[config.mk]
export PLATFORM = sky130hd
export DESIGN_NAME = cpu6502_pc_sequencer
export DESIGN_NICKNAME = d
export VERILOG_FILES = /design/src/rtl/cpu6502_pc_sequencer.sv
export SDC_FILE = /design/constraint.sdc
export NUM_CORES = 1
export LEC_CHECK = 0
export CAP_MARGIN = 20
export CORE_MARGIN = 4
export CORE_UTILIZATION = 50
export DETAILED_ROUTE_END_ITERATION = 10
export PLACE_DENSITY_LB_ADDON = 0.1
export SLEW_MARGIN = 20
export SYNTH_ARGS = -nofsm -noshare
export SYNTH_HDL_FRONTEND = slang
export SYNTH_SLANG_ARGS = --single-unit
[constraint.sdc]
create_clock -name clk -period 3 [get_ports clk]
set_input_delay 0.6 -clock clk [delete_from_list [all_inputs] [get_ports clk]]
set_output_delay 0.6 -clock clk [all_outputs]
set_load 0.01 [all_outputs]
[src/rtl/cpu6502_pc_sequencer.sv]
// ============================================================================
// Module  : cpu6502_pc_sequencer
// Purpose : Owns the 6502 program counter and sequences operand fetches for
//           relative branches, JMP abs, JMP (ind) and operand-skip increments
//           with NMOS-accurate cycle counts.
// Option  : CPU6502_IND_PAGEFIX_EN - when defined, the JMP (ind) high-byte
//           fetch carries into the pointer high byte (65C02 behaviour);
//           otherwise it wraps within the pointer page (NMOS behaviour).
// Rev     : 1.0  initial release
// ============================================================================
`default_nettype none

module cpu6502_pc_sequencer #(
   parameter logic [15:0] RESET_PC = 16'hFFFC
) (
   input  logic        clk,
   input  logic        resetN,
   input  logic        start,
   input  logic [1:0]  opType,
   input  logic        branchTaken,
   input  logic        pcLoad,
   input  logic [15:0] pcLoadValue,
   input  logic [7:0]  memData,
   input  logic        memReady,
   output logic [15:0] memAddr,
   output logic        memRead,
   output logic [15:0] pc,
   output logic        busy,
   output logic        done,
   output logic        pageCross
);

   typedef enum logic [2:0] {
      S_IDLE   = 3'd0,
      S_OP1    = 3'd1,
      S_OP2    = 3'd2,
      S_BR_ADD = 3'd3,
      S_BR_FIX = 3'd4,
      S_IND_LO = 3'd5,
      S_IND_HI = 3'd6
   } state_t;

   localparam logic [1:0] OP_BRANCH  = 2'b00;
   localparam logic [1:0] OP_JMP_ABS = 2'b01;
   localparam logic [1:0] OP_INC     = 2'b11;

   state_t      state_q, state_d;
   logic [15:0] pc_q, pc_d;
   logic [7:0]  lo_q, lo_d;
   logic [7:0]  hi_q, hi_d;    // operand high byte, or branch target page in BR_FIX
   logic [7:0]  tmp_q, tmp_d;  // low byte of the indirect target
   logic [1:0]  op_q, op_d;    // operation captured at start
   logic        page_cross_q, page_cross_d;

   logic [15:0] br_sum;
   logic [15:0] ind_hi_addr;

   // Full 16-bit signed sum; only its high byte decides whether a fix-up cycle is needed.
   assign br_sum = pc_q + {{8{lo_q[7]}}, lo_q};

`ifdef CPU6502_IND_PAGEFIX_EN
   assign ind_hi_addr = {hi_q, lo_q} + 16'd1;
`else
   assign ind_hi_addr = {hi_q, lo_q + 8'd1};
`endif

   assign pc        = pc_q;
   assign busy      = (state_q != S_IDLE);
   assign pageCross = page_cross_q;

   // Next-state, datapath updates and bus/done outputs; pcLoad overrides everything.
   always_comb begin
      state_d      = state_q;
      pc_d         = pc_q;
      lo_d         = lo_q;
      hi_d         = hi_q;
      tmp_d        = tmp_q;
      op_d         = op_q;
      page_cross_d = page_cross_q;
      memRead      = 1'b0;
      memAddr      = 16'h0000;
      done         = 1'b0;

      case (state_q)
         S_IDLE: begin
            if (start) begin
               if (opType == OP_INC) begin
                  pc_d = pc_q + 16'd1;
                  done = 1'b1;
               end else begin
                  op_d         = opType;
                  page_cross_d = 1'b0;
                  state_d      = S_OP1;
               end
            end
         end
         S_OP1: begin
            memRead = 1'b1;
            memAddr = pc_q;
            if (memReady) begin
               lo_d = memData;
               pc_d = pc_q + 16'd1;
               if (op_q == OP_BRANCH) begin
                  if (branchTaken) begin
                     state_d = S_BR_ADD;
                  end else begin
                     done    = 1'b1;
                     state_d = S_IDLE;
                  end
               end else begin
                  state_d = S_OP2;
               end
            end
         end
         S_OP2: begin
            memRead = 1'b1;
            memAddr = pc_q;
            if (memReady) begin
               hi_d = memData;
               if (op_q == OP_JMP_ABS) begin
                  pc_d    = {memData, lo_q};
                  done    = 1'b1;
                  state_d = S_IDLE;
               end else begin
                  state_d = S_IND_LO;
               end
            end
         end
         S_BR_ADD: begin
            pc_d = {pc_q[15:8], br_sum[7:0]};
            if (br_sum[15:8] == pc_q[15:8]) begin
               done    = 1'b1;
               state_d = S_IDLE;
            end else begin
               page_cross_d = 1'b1;
               hi_d         = br_sum[15:8];
               state_d      = S_BR_FIX;
            end
         end
         S_BR_FIX: begin
            pc_d    = {hi_q, pc_q[7:0]};
            done    = 1'b1;
            state_d = S_IDLE;
         end
         S_IND_LO: begin
            memRead = 1'b1;
            memAddr = {hi_q, lo_q};
            if (memReady) begin
               tmp_d   = memData;
               state_d = S_IND_HI;
            end
         end
         S_IND_HI: begin
            memRead = 1'b1;
            memAddr = ind_hi_addr;
            if (memReady) begin
               pc_d    = {memData, tmp_q};
               done    = 1'b1;
               state_d = S_IDLE;
            end
         end
         default: begin
            state_d = S_IDLE;
         end
      endcase

      // An external load aborts whatever was in flight and discards its side effects.
      if (pcLoad) begin
         pc_d         = pcLoadValue;
         state_d      = S_IDLE;
         done         = 1'b0;
         lo_d         = lo_q;
         hi_d         = hi_q;
         tmp_d        = tmp_q;
         op_d         = op_q;
         page_cross_d = page_cross_q;
      end
   end

   // State and datapath registers with asynchronous reset.
   always_ff @(posedge clk or negedge resetN) begin
      if (!resetN) begin
         state_q      <= S_IDLE;
         pc_q         <= RESET_PC;
         lo_q         <= 8'h00;
         hi_q         <= 8'h00;
         tmp_q        <= 8'h00;
         op_q         <= 2'b00;
         page_cross_q <= 1'b0;
      end else begin
         state_q      <= state_d;
         pc_q         <= pc_d;
         lo_q         <= lo_d;
         hi_q         <= hi_d;
         tmp_q        <= tmp_d;
         op_q         <= op_d;
         page_cross_q <= page_cross_d;
      end
   end

endmodule

`default_nettype wire

# Word level (Yosys, flattened, before mapping)
# Cells that the tools add are included.
# totals
regBits	46
input_bits	32
out_inout_bits	36
wordCells	93
# op_classes
addsub	3
n_eq_ne	23
mux	40
bitwise	2
n_reduce_logical	17
# op_table
cell	count
16-bit two-way mux	7
16-bit one-hot mux with 6 select lines	1
16-bit one-hot mux with 3 select lines	1
3-bit two-way mux	10
3-bit inequality test, second input constant	8
3-bit one-hot mux with 6 select lines	1
16-bit by 1-bit adder with 16-bit output, second input constant	1
16-bit adder	1
8-bit two-way mux	2
8-bit one-hot mux with 2 select lines	1
8-bit AND reduction	2
1-bit two-way mux	14
2-bit inequality test, second input constant	6
6-bit nonzero test	2
3-bit == test, second input constant	3
8-bit by 1-bit adder with 8-bit output, second input constant	1
8-bit == test	1
4-bit AND reduction	2
3-bit by 2-bit == test with 1-bit output, second input constant	2
1-bit one-hot mux with 6 select lines	1
3-bit AND reduction	2
6-bit AND reduction	1
5-bit AND reduction	1
2-bit nonzero test	2
11 further kinds	12

# Longest topological paths before layout
# Gate-level depths: netlist (run 1).
# logic_depth
depth_word	5
ltp_mapped	11
depth_no_buf	11

# Worst setup path before layout (run 1)
# Ideal clock, no wire load.
# synth_path
kind	reg-to-output
from	register pc_q[0] (netlist: pc[0])
to	output done
arrival_ps	2778
required_time_ps	2400
slack_ps	-378
path_stages_with_launch	12
path_cell_list	dfrtp_1 -> ha_1 -> inv_1 -> fa_1 -> nor2b_1 -> o2111a_1 -> o2111ai_1 -> a21oi_1 -> o2111ai_2 -> nor4_4 -> nand3_1 -> a21oi_1
# synth_via
elab_chain_len	5
# synth_lines
element	line_no	text
start: declaration	48	logic [15:0] pc_q, pc_d;
start signal: assignment	192	pc_q <= pc_d;
16-bit adder	59	assign br_sum = pc_q + {{8{lo_q[7]}}, lo_q};
8-bit == test	131	if (br_sum[15:8] == pc_q[15:8]) begin
1-bit two-way mux	131	
1-bit one-hot mux with 6 select lines	84	case (state_q)
1-bit two-way mux	168	if (pcLoad) begin
end: declaration	29	output logic done,
# Every way passes these cells.

# Worst setup path in the final report (run 1)
# layout_path
from	register pc_q[2] (netlist: pc[2])
to	output done
# The elaborated chain is that of the path after synthesis.

==> results of run 1 <==
==> final cells by class <==
type / count / share of cell area (%)
multi-input cells: 426 / 51.8
clock buffers: 7 / 1.41
clock inverters: 1 / 0.489
repair buffers: 169 / 24.1
flip-flops and latches: 46 / 19.2
well taps: 105 / 2.14
inverters: 16 / 0.979
==> power by group through the flow <==
stage / clock network (mW) / registers, mW / logic, mW
6_report: 0.495 / 1.18 / 5.97
5_1_grt: 0.529 / 1.21 / 6.47
4_1_cts: 0.501 / 1.17 / 5.74
3_5_place_dp: 0 / 1.18 / 5.54
3_3_place_gp: 0 / 1.17 / 5.46
2_1_floorplan: 0 / 1.33 / 3.08
==> flip-flops by register name, summed over array words and instances, names as in the netlist <==
signal and cells:
tmp_q 8, state_q 3, pageCross 1, lo_q 8, pc 16, hi_q 8, op_q 2
==> kinds of logic (layout without fill, tap and decap cells) <==
group           count (synthesis)  count (layout)  synth area share, %
xor+xnor                       29              29                 6.04
buf+inv                        46             193                 4.83
simple gates                  155             155                 17.0
mux                            43              43                 11.1
compound gates                177             177                 27.6
fa+ha+maj                      22              22                 6.53
flops                          46              46                 27.0
==> Yosys cell counts (all sizes together), types with 9 or more instances <==
cell	count	area (um^2)
mux2	27	319
a21oi	51	263
and3	10	62.6
a211oi	15	113
buf	9	70.1
clkbuf	21	78.8
inv	16	60.1
xor2	11	96.3
nor2	50	188
nand2	43	161
nand3	18	90.1
mux2i	16	160
xnor2	18	165
dfrtp	32	801
a31oi	10	77.6
o21ai	34	170
a221oi	12	105
ha	21	263
dfstp	14	368
==> cells in the final DEF (no fill, tap or decap), drive strengths merged, types with 11 or more instances in the layout <==
cell	instances
buf	104
clkdlybuf4s50	60
a21oi	51
nor2	50
nand2	43
o21ai	34
dfrtp	32
mux2	27
ha	21
nand3	18
xnor2	18
mux2i	16
inv	16
a211oi	15
dfstp	14
a221oi	12
xor2	11
==> how the worst min path moves through the flow <==
stage	startpoint	endpoint	slack, ns	depth (start not counted)
2_1_floorplan	resetN	hi_q[0]	0.30	0
5_1_grt	resetN	tmp_q[0]	0.42	1
3_5_place_dp	tmp_q[6]	tmp_q[6]	0.49	1
6_report	resetN	pc[0]	0.40	1
4_1_cts	resetN	tmp_q[0]	0.41	1
3_3_place_gp	tmp_q[5]	tmp_q[5]	0.49	1
==> timing repair <==
action                                 in CTS  in global routing
endpoints found under the hold margin       0                  0
setup endpoints to repair                  13                 19
hold buffers                                0                  0
gates resized for setup                    23                 21
buffers inserted                            3                  3
pin swaps                                  15                  5
==> per-layer routing <==
layer / part of all wire, % / global-route usage, % / vias up
met1: 44 / 39.8 / 2243
met4: 2.1 / 9.30 / 0
met3: 7.0 / 4.29 / 26
met5: 0 / 0 / -
met2: 47 / 50.3 / 208
li1: - / - / 2236
==> worst reg2reg max path, stage by stage (launching register included) <==
cell and delay (ns):
dfrtp_2 0.40, ha_4 0.16, inv_2 0.04, fa_2 0.34
nor2b_2 0.15, o2111a_2 0.32, buf_12 0.13, o2111ai_4 0.12
and3_4 0.19, o2111ai_2 0.23, nor4_4 0.07, buf_4 0.14
buf_4 0.13, a31oi_4 0.21, buf_12 0.17, mux2_4 0.31
==> stage by stage <==
step | setup TNS (ns) | area [um^2] | power, mW
after CTS | -1.02 | 6020 | 7.41
after global routing | -3.18 | 6140 | 8.21
after floorplan | -0.0798 | 4430 | 4.41
after detailed placement | -1.41 | 5810 | 6.72
final | -2.13 | 6140 | 7.65
after global placement | -1.21 | 5810 | 6.62
==> flow_summary_export.csv, run 1 <==
group,metric,value,unit
cells_and_area,multi_input_area,3180,um^2
pwr,seq_power_share,15.5,%
route,drc,0,
sta,fin_crit,3.53,ns
yosys,synth_cell_types,66,
die,core-area,8340,um^2
place,portBuffers,67,
sta,post-route-period-util,118,%
setup_path,crit_required,2.40,ns
clock_network,cts_sinks,46,
route,viasPerCell,6.12,
pwr,clockPowerShare,6.5,%
setup_path,cpPeakStageDelay,0.57,ns
yosys,synth-edff-count,0,
pwr,power_density,1250,nW/um^2
yosys,synth_nets,572,
yosys,async_reset_ff_share,100,%
clock_network,cts_root_buf,"clkbuf_8",
route,dr.pass1.iters,5,
clock_network,cts_tree,"yes",
setup_path,critical_path.reg2reg.endpoint,"hi_q[4]",
flow_run,maxCapViolations,0,
status,violations,"setup timing",
route,wire_per_inst,19.6,um
setup_path,crit_cells,11,
clock_network,clk_pin_slew,0.09,ns
pwr,pwr-share-comb,78.1,%
die,ioPinCount,68,
status,status,"complete, but fails checks",
place,globalplace.congestion,0.914,
yosys,avgSynthCellArea,8.36,um^2
sta,slew_violations,0,
sta,fmax,283,MHz
cells_and_area,areaGrowthSynthToFinish,41.7,%
yosys,synth_area,4330,um^2
sta,finalClockSkew,0.0106,ns
pwr,intPower,4.17,mW
sta,relSlewSlack,33.3,%
cells_and_area,antenna_cells,0,
setup_path,path_class,"reg2out",
setup_path,rrSetupSlack,-0.22,ns
hold_path,hold_class,"in2async",
die,row_count,33,
setup_path,endpoint,"done",
setup_path,setup.worst_path.start,"pc[2]",
die,die_area,10200,um^2
clock_network,cts-buffers-inserted,5,
setup_path,cp-end-kind,"output port",
sta,setup_violations,9,
yosys,syn_inst,518,
die,start_util,51.9,%
sta,worst_slack,-0.532,ns
yosys,ys.flop_type,"dfrtp_1",
pwr,peakVddDrop,0.739,mV
global_route,grt-ovfl-total,0,
cells_and_area,fin_cells,770,
place,place_hpwl,11600,um
setup_path,slowest_stage,"dfstp_2",
yosys,seq_area_frac_synth,27.0,%
setup_path,worstRegToRegCells,15,
cells_and_area,final_nets,718,
route,drt_wl_total,15100,um
pwr,switching_power,3.49,mW
clock_network,clk_latency,0.31,ns
route,drtIter0Drc,331,
cells_and_area,final_util,73.6,%
route,num_vias,4713,
global_route,grt_max_degree,33,
sta,hold_viol,0,
global_route,grt_pass1_wl,24100,um
place,dp_slack,-0.594,ns
global_route,antenna_found_initial,0,
die,die-width,101,um
setup_path,crit_chain,"ha_4, nor2b_2, o2111a_2, buf_12, o2111ai_4, and3_4, o2111ai_2, nor4_4, nand3_1, a21oi_2, buf_2",
sta,worst_pin_slew,1.00,ns
sta,hold_slack,0.401,ns
route,antenna_left,0,
cells_and_area,fill_cells,656,
yosys,synth-seq-cells,46,
die,fp.dieH,101,um
setup_path,r2r_start,"lo_q[0]",
clock_network,h-tree-depth,2,
sta,rsz0062_at_grt,"yes",
pwr,p_sw_share,45.6,%
setup_path,path_buf_inv,2,
setup_path,cp.arrival,2.93,ns
global_route,gr-usage-all-layers,30.0,%
place,place_inst,756,
global_route,grt_pass1_vias,4757,
cells_and_area,regArea,1180,um^2
cells_and_area,drive_gt1_share,30.4,%
clock_network,cts_buffer_depth,2,
setup_path,critPathLaunchType,"flip-flop",
setup_path,critPathMaxFanout,4,
setup_path,critPathTopFamily,"compound AO/OA/AOI/OAI gates",
pwr,p_leak,2.61,nW
yosys,yosysWarnings,0,
Note: power is estimated with default switching activity, not from simulation.
==> inputs of run 2 (changes only) <==
--- a/config.mk
+++ b/config.mk
@@ -9,7 +9,7 @@
 export CORE_MARGIN = 4
 export CORE_UTILIZATION = 50
 export DETAILED_ROUTE_END_ITERATION = 10
-export PLACE_DENSITY_LB_ADDON = 0.1
+export PLACE_DENSITY_LB_ADDON = 0.08
 export SLEW_MARGIN = 20
 export SYNTH_ARGS = -nofsm -noshare
 export SYNTH_HDL_FRONTEND = slang
==> run 2 against run 1 <==
Compared with the run above:
- the flow still finishes with violations (setup timing)
- clock-buffer cell count down 1
- via count up 0.70%
- critical path type unchanged
- critical endpoint unchanged
- clock skew is 0.0019 ns lower
==> flow_summary_export.csv, run 2 (synthesis gave the netlist of run 1 again) <==
group,metric,value,unit
clock_network,clk_pin_slew,0.10,ns
route,drt_wl_total,15200,um
setup_path,cp-end-kind,"output port",
cells_and_area,drive_gt1_share,31.4,%
status,status,"complete, but fails checks",
setup_path,cpPeakStageDelay,0.40,ns
cells_and_area,fin_cells,762,
cells_and_area,areaGrowthSynthToFinish,41.9,%
die,row_count,33,
sta,relSlewSlack,35.7,%
global_route,grt-ovfl-total,0,
route,antenna_left,0,
die,core-area,8340,um^2
route,dr.pass1.iters,5,
sta,post-route-period-util,115,%
setup_path,crit_required,2.40,ns
pwr,seq_power_share,15.7,%
die,die-width,101,um
sta,setup_violations,9,
sta,worst_pin_slew,0.964,ns
cells_and_area,fill_cells,618,
clock_network,cts_sinks,46,
setup_path,critPathLaunchType,"flip-flop",
route,wire_per_inst,19.9,um
clock_network,ctsHoldBuffers,0,
place,dpl_cell_area,5770,um^2
pwr,switching_power,3.69,mW
die,ioPinCount,68,
die,die_area,10200,um^2
global_route,grt_max_degree,27,
sta,finalClockSkew,0.00872,ns
place,globalplace.congestion,0.978,
setup_path,slowest_stage,"dfrtp_2",
sta,finalSetupTns,-0.659,ns
cells_and_area,final_cell_mix,"buf_4 (92), clkdlybuf4s50_1 (60), nor2_1 (48)",
pwr,pwr-share-comb,79.1,%
sta,rsz0062_at_grt,"yes",
global_route,antenna_found_initial,0,
pwr,intPower,4.14,mW
pwr,total_power,7.84,mW
setup_path,crit_chain,"ha_4, inv_2, fa_2, nor2b_2, o2111a_2, o2111ai_2, a21oi_2, o22ai_2, nor4_4, nand3_1, a21oi_2, buf_2",
sta,fmax,289,MHz
cells_and_area,final_util,73.7,%
die,start_util,51.9,%
flow_run,maxCapViolations,0,
clock_network,cts_root_buf,"clkbuf_8",
status,violations,"setup timing",
global_route,grt_pass1_vias,4532,
global_route,grt_pass1_wl,23600,um
clock_network,cts_buffer_depth,2,
pwr,power_density,1270,nW/um^2
setup_path,rrSetupSlack,-0.03,ns
pwr,clockPowerShare,5.2,%
cells_and_area,antenna_cells,0,
sta,worst_slack,-0.455,ns
route,drtIter0Drc,226,
sta,hold_slack,0.205,ns
setup_path,cp_common_cell,"a21oi_2",
clock_network,clk_latency,0.31,ns
place,place_inst,750,
clock_network,cts_tree,"yes",
setup_path,r2r_start,"pc[2]",
clock_network,cts-buffers-inserted,5,
setup_path,critPathTopFamily,"compound AO/OA/AOI/OAI gates",
route,viasPerCell,6.23,
cells_and_area,final_cell_area,6150,um^2
setup_path,cp.arrival,2.86,ns
setup_path,path_class,"reg2out",
global_route,gr-usage-all-layers,29.5,%
pwr,peakVddDrop,1.08,mV
sta,slew_violations,0,
route,drc,0,
setup_path,critPathMaxFanout,4,
die,fp.dieH,101,um
sta,fin_crit,3.46,ns
cells_and_area,final_nets,710,
setup_path,critical_path.reg2reg.endpoint,"hi_q[0]",
setup_path,path_buf_inv,2,
route,num_vias,4746,
hold_path,hold_class,"in2async",
pwr,p_leak,2.57,nW
place,dp_slack,-0.595,ns
pwr,p_sw_share,47.1,%
clock_network,h-tree-depth,2,
place,portBuffers,67,
place,place_hpwl,11500,um
cells_and_area,largest_reg_flops,16,
sta,hold_viol,0,
cells_and_area,layout_commonest_cell,"buf_4",
setup_path,worstRegToRegCells,11,
run 2: cell types whose count changed in the layout (fill, tap and decap cells not counted), sizes merged:
cell and change:
bufinv -1, clkbuf -1, clkinv +2, buf -8
run 2: area by class of cell:
type	instances	area, um^2	area share (%)
clock inverter	2	13.8	0.224
multi-input combinational	426	3300	53.6
timing repair buffer	161	1400	22.7
inverter	16	60.1	0.977
clock buffer	6	72.6	1.18
sequential	46	1180	19.2
tap	105	131	2.14
run 2: power by group through the flow:
stage	Combinational, mW	Sequential, mW	Clock (mW)
6_report	6.19	1.23	0.409
5_1_grt	6.62	1.26	0.443
4_1_cts	5.77	1.22	0.417
3_5_place_dp	5.51	1.19	0
3_3_place_gp	5.41	1.18	0
2_1_floorplan	3.08	1.33	0
run 2: worst max-delay path by stage:
stage                 start  endpoint  slack [ns]  cells past startpoint
finish              lo_q[0]      done       -0.46                     12
global route          pc[2]      done       -0.60                     10
CTS                   pc[2]      done       -0.46                     10
detailed placement  lo_q[7]      done       -0.59                     10
global placement    lo_q[7]      done       -0.58                     10
floorplan             pc[0]      done       -0.08                     11
run 2: metal layers:
| layer | vias up | wire length, um | track usage (%) |
|---|---|---|---|
| li1 | 2212 | - | - |
| met1 | 2264 | 6500 | 40.6 |
| met2 | 230 | 6990 | 47.1 |
| met3 | 40 | 1130 | 4.22 |
| met4 | 0 | 538 | 10.6 |
| met5 | - | 0 | 0 |
run 2: timing repair:
item / in CTS / in global routing
setup endpoints to repair: 23 / 18
pin swaps: 19 / 8
resized for setup: 31 / 26
setup buffers: 0 / 4
==> inputs of run 3 (changes only) <==
--- a/config.mk
+++ b/config.mk
@@ -5,10 +5,12 @@
 export SDC_FILE = /design/constraint.sdc
 export NUM_CORES = 1
 export LEC_CHECK = 0
+export ABC_AREA = 0
 export CAP_MARGIN = 20
 export CORE_MARGIN = 4
 export CORE_UTILIZATION = 50
 export DETAILED_ROUTE_END_ITERATION = 10
+export HOLD_SLACK_MARGIN = 0.12
 export PLACE_DENSITY_LB_ADDON = 0.08
 export SLEW_MARGIN = 20
 export SYNTH_ARGS = -nofsm -noshare
==> results of run 3 <==
No change in the layout: final DEF, timing and power equal those of run 2.
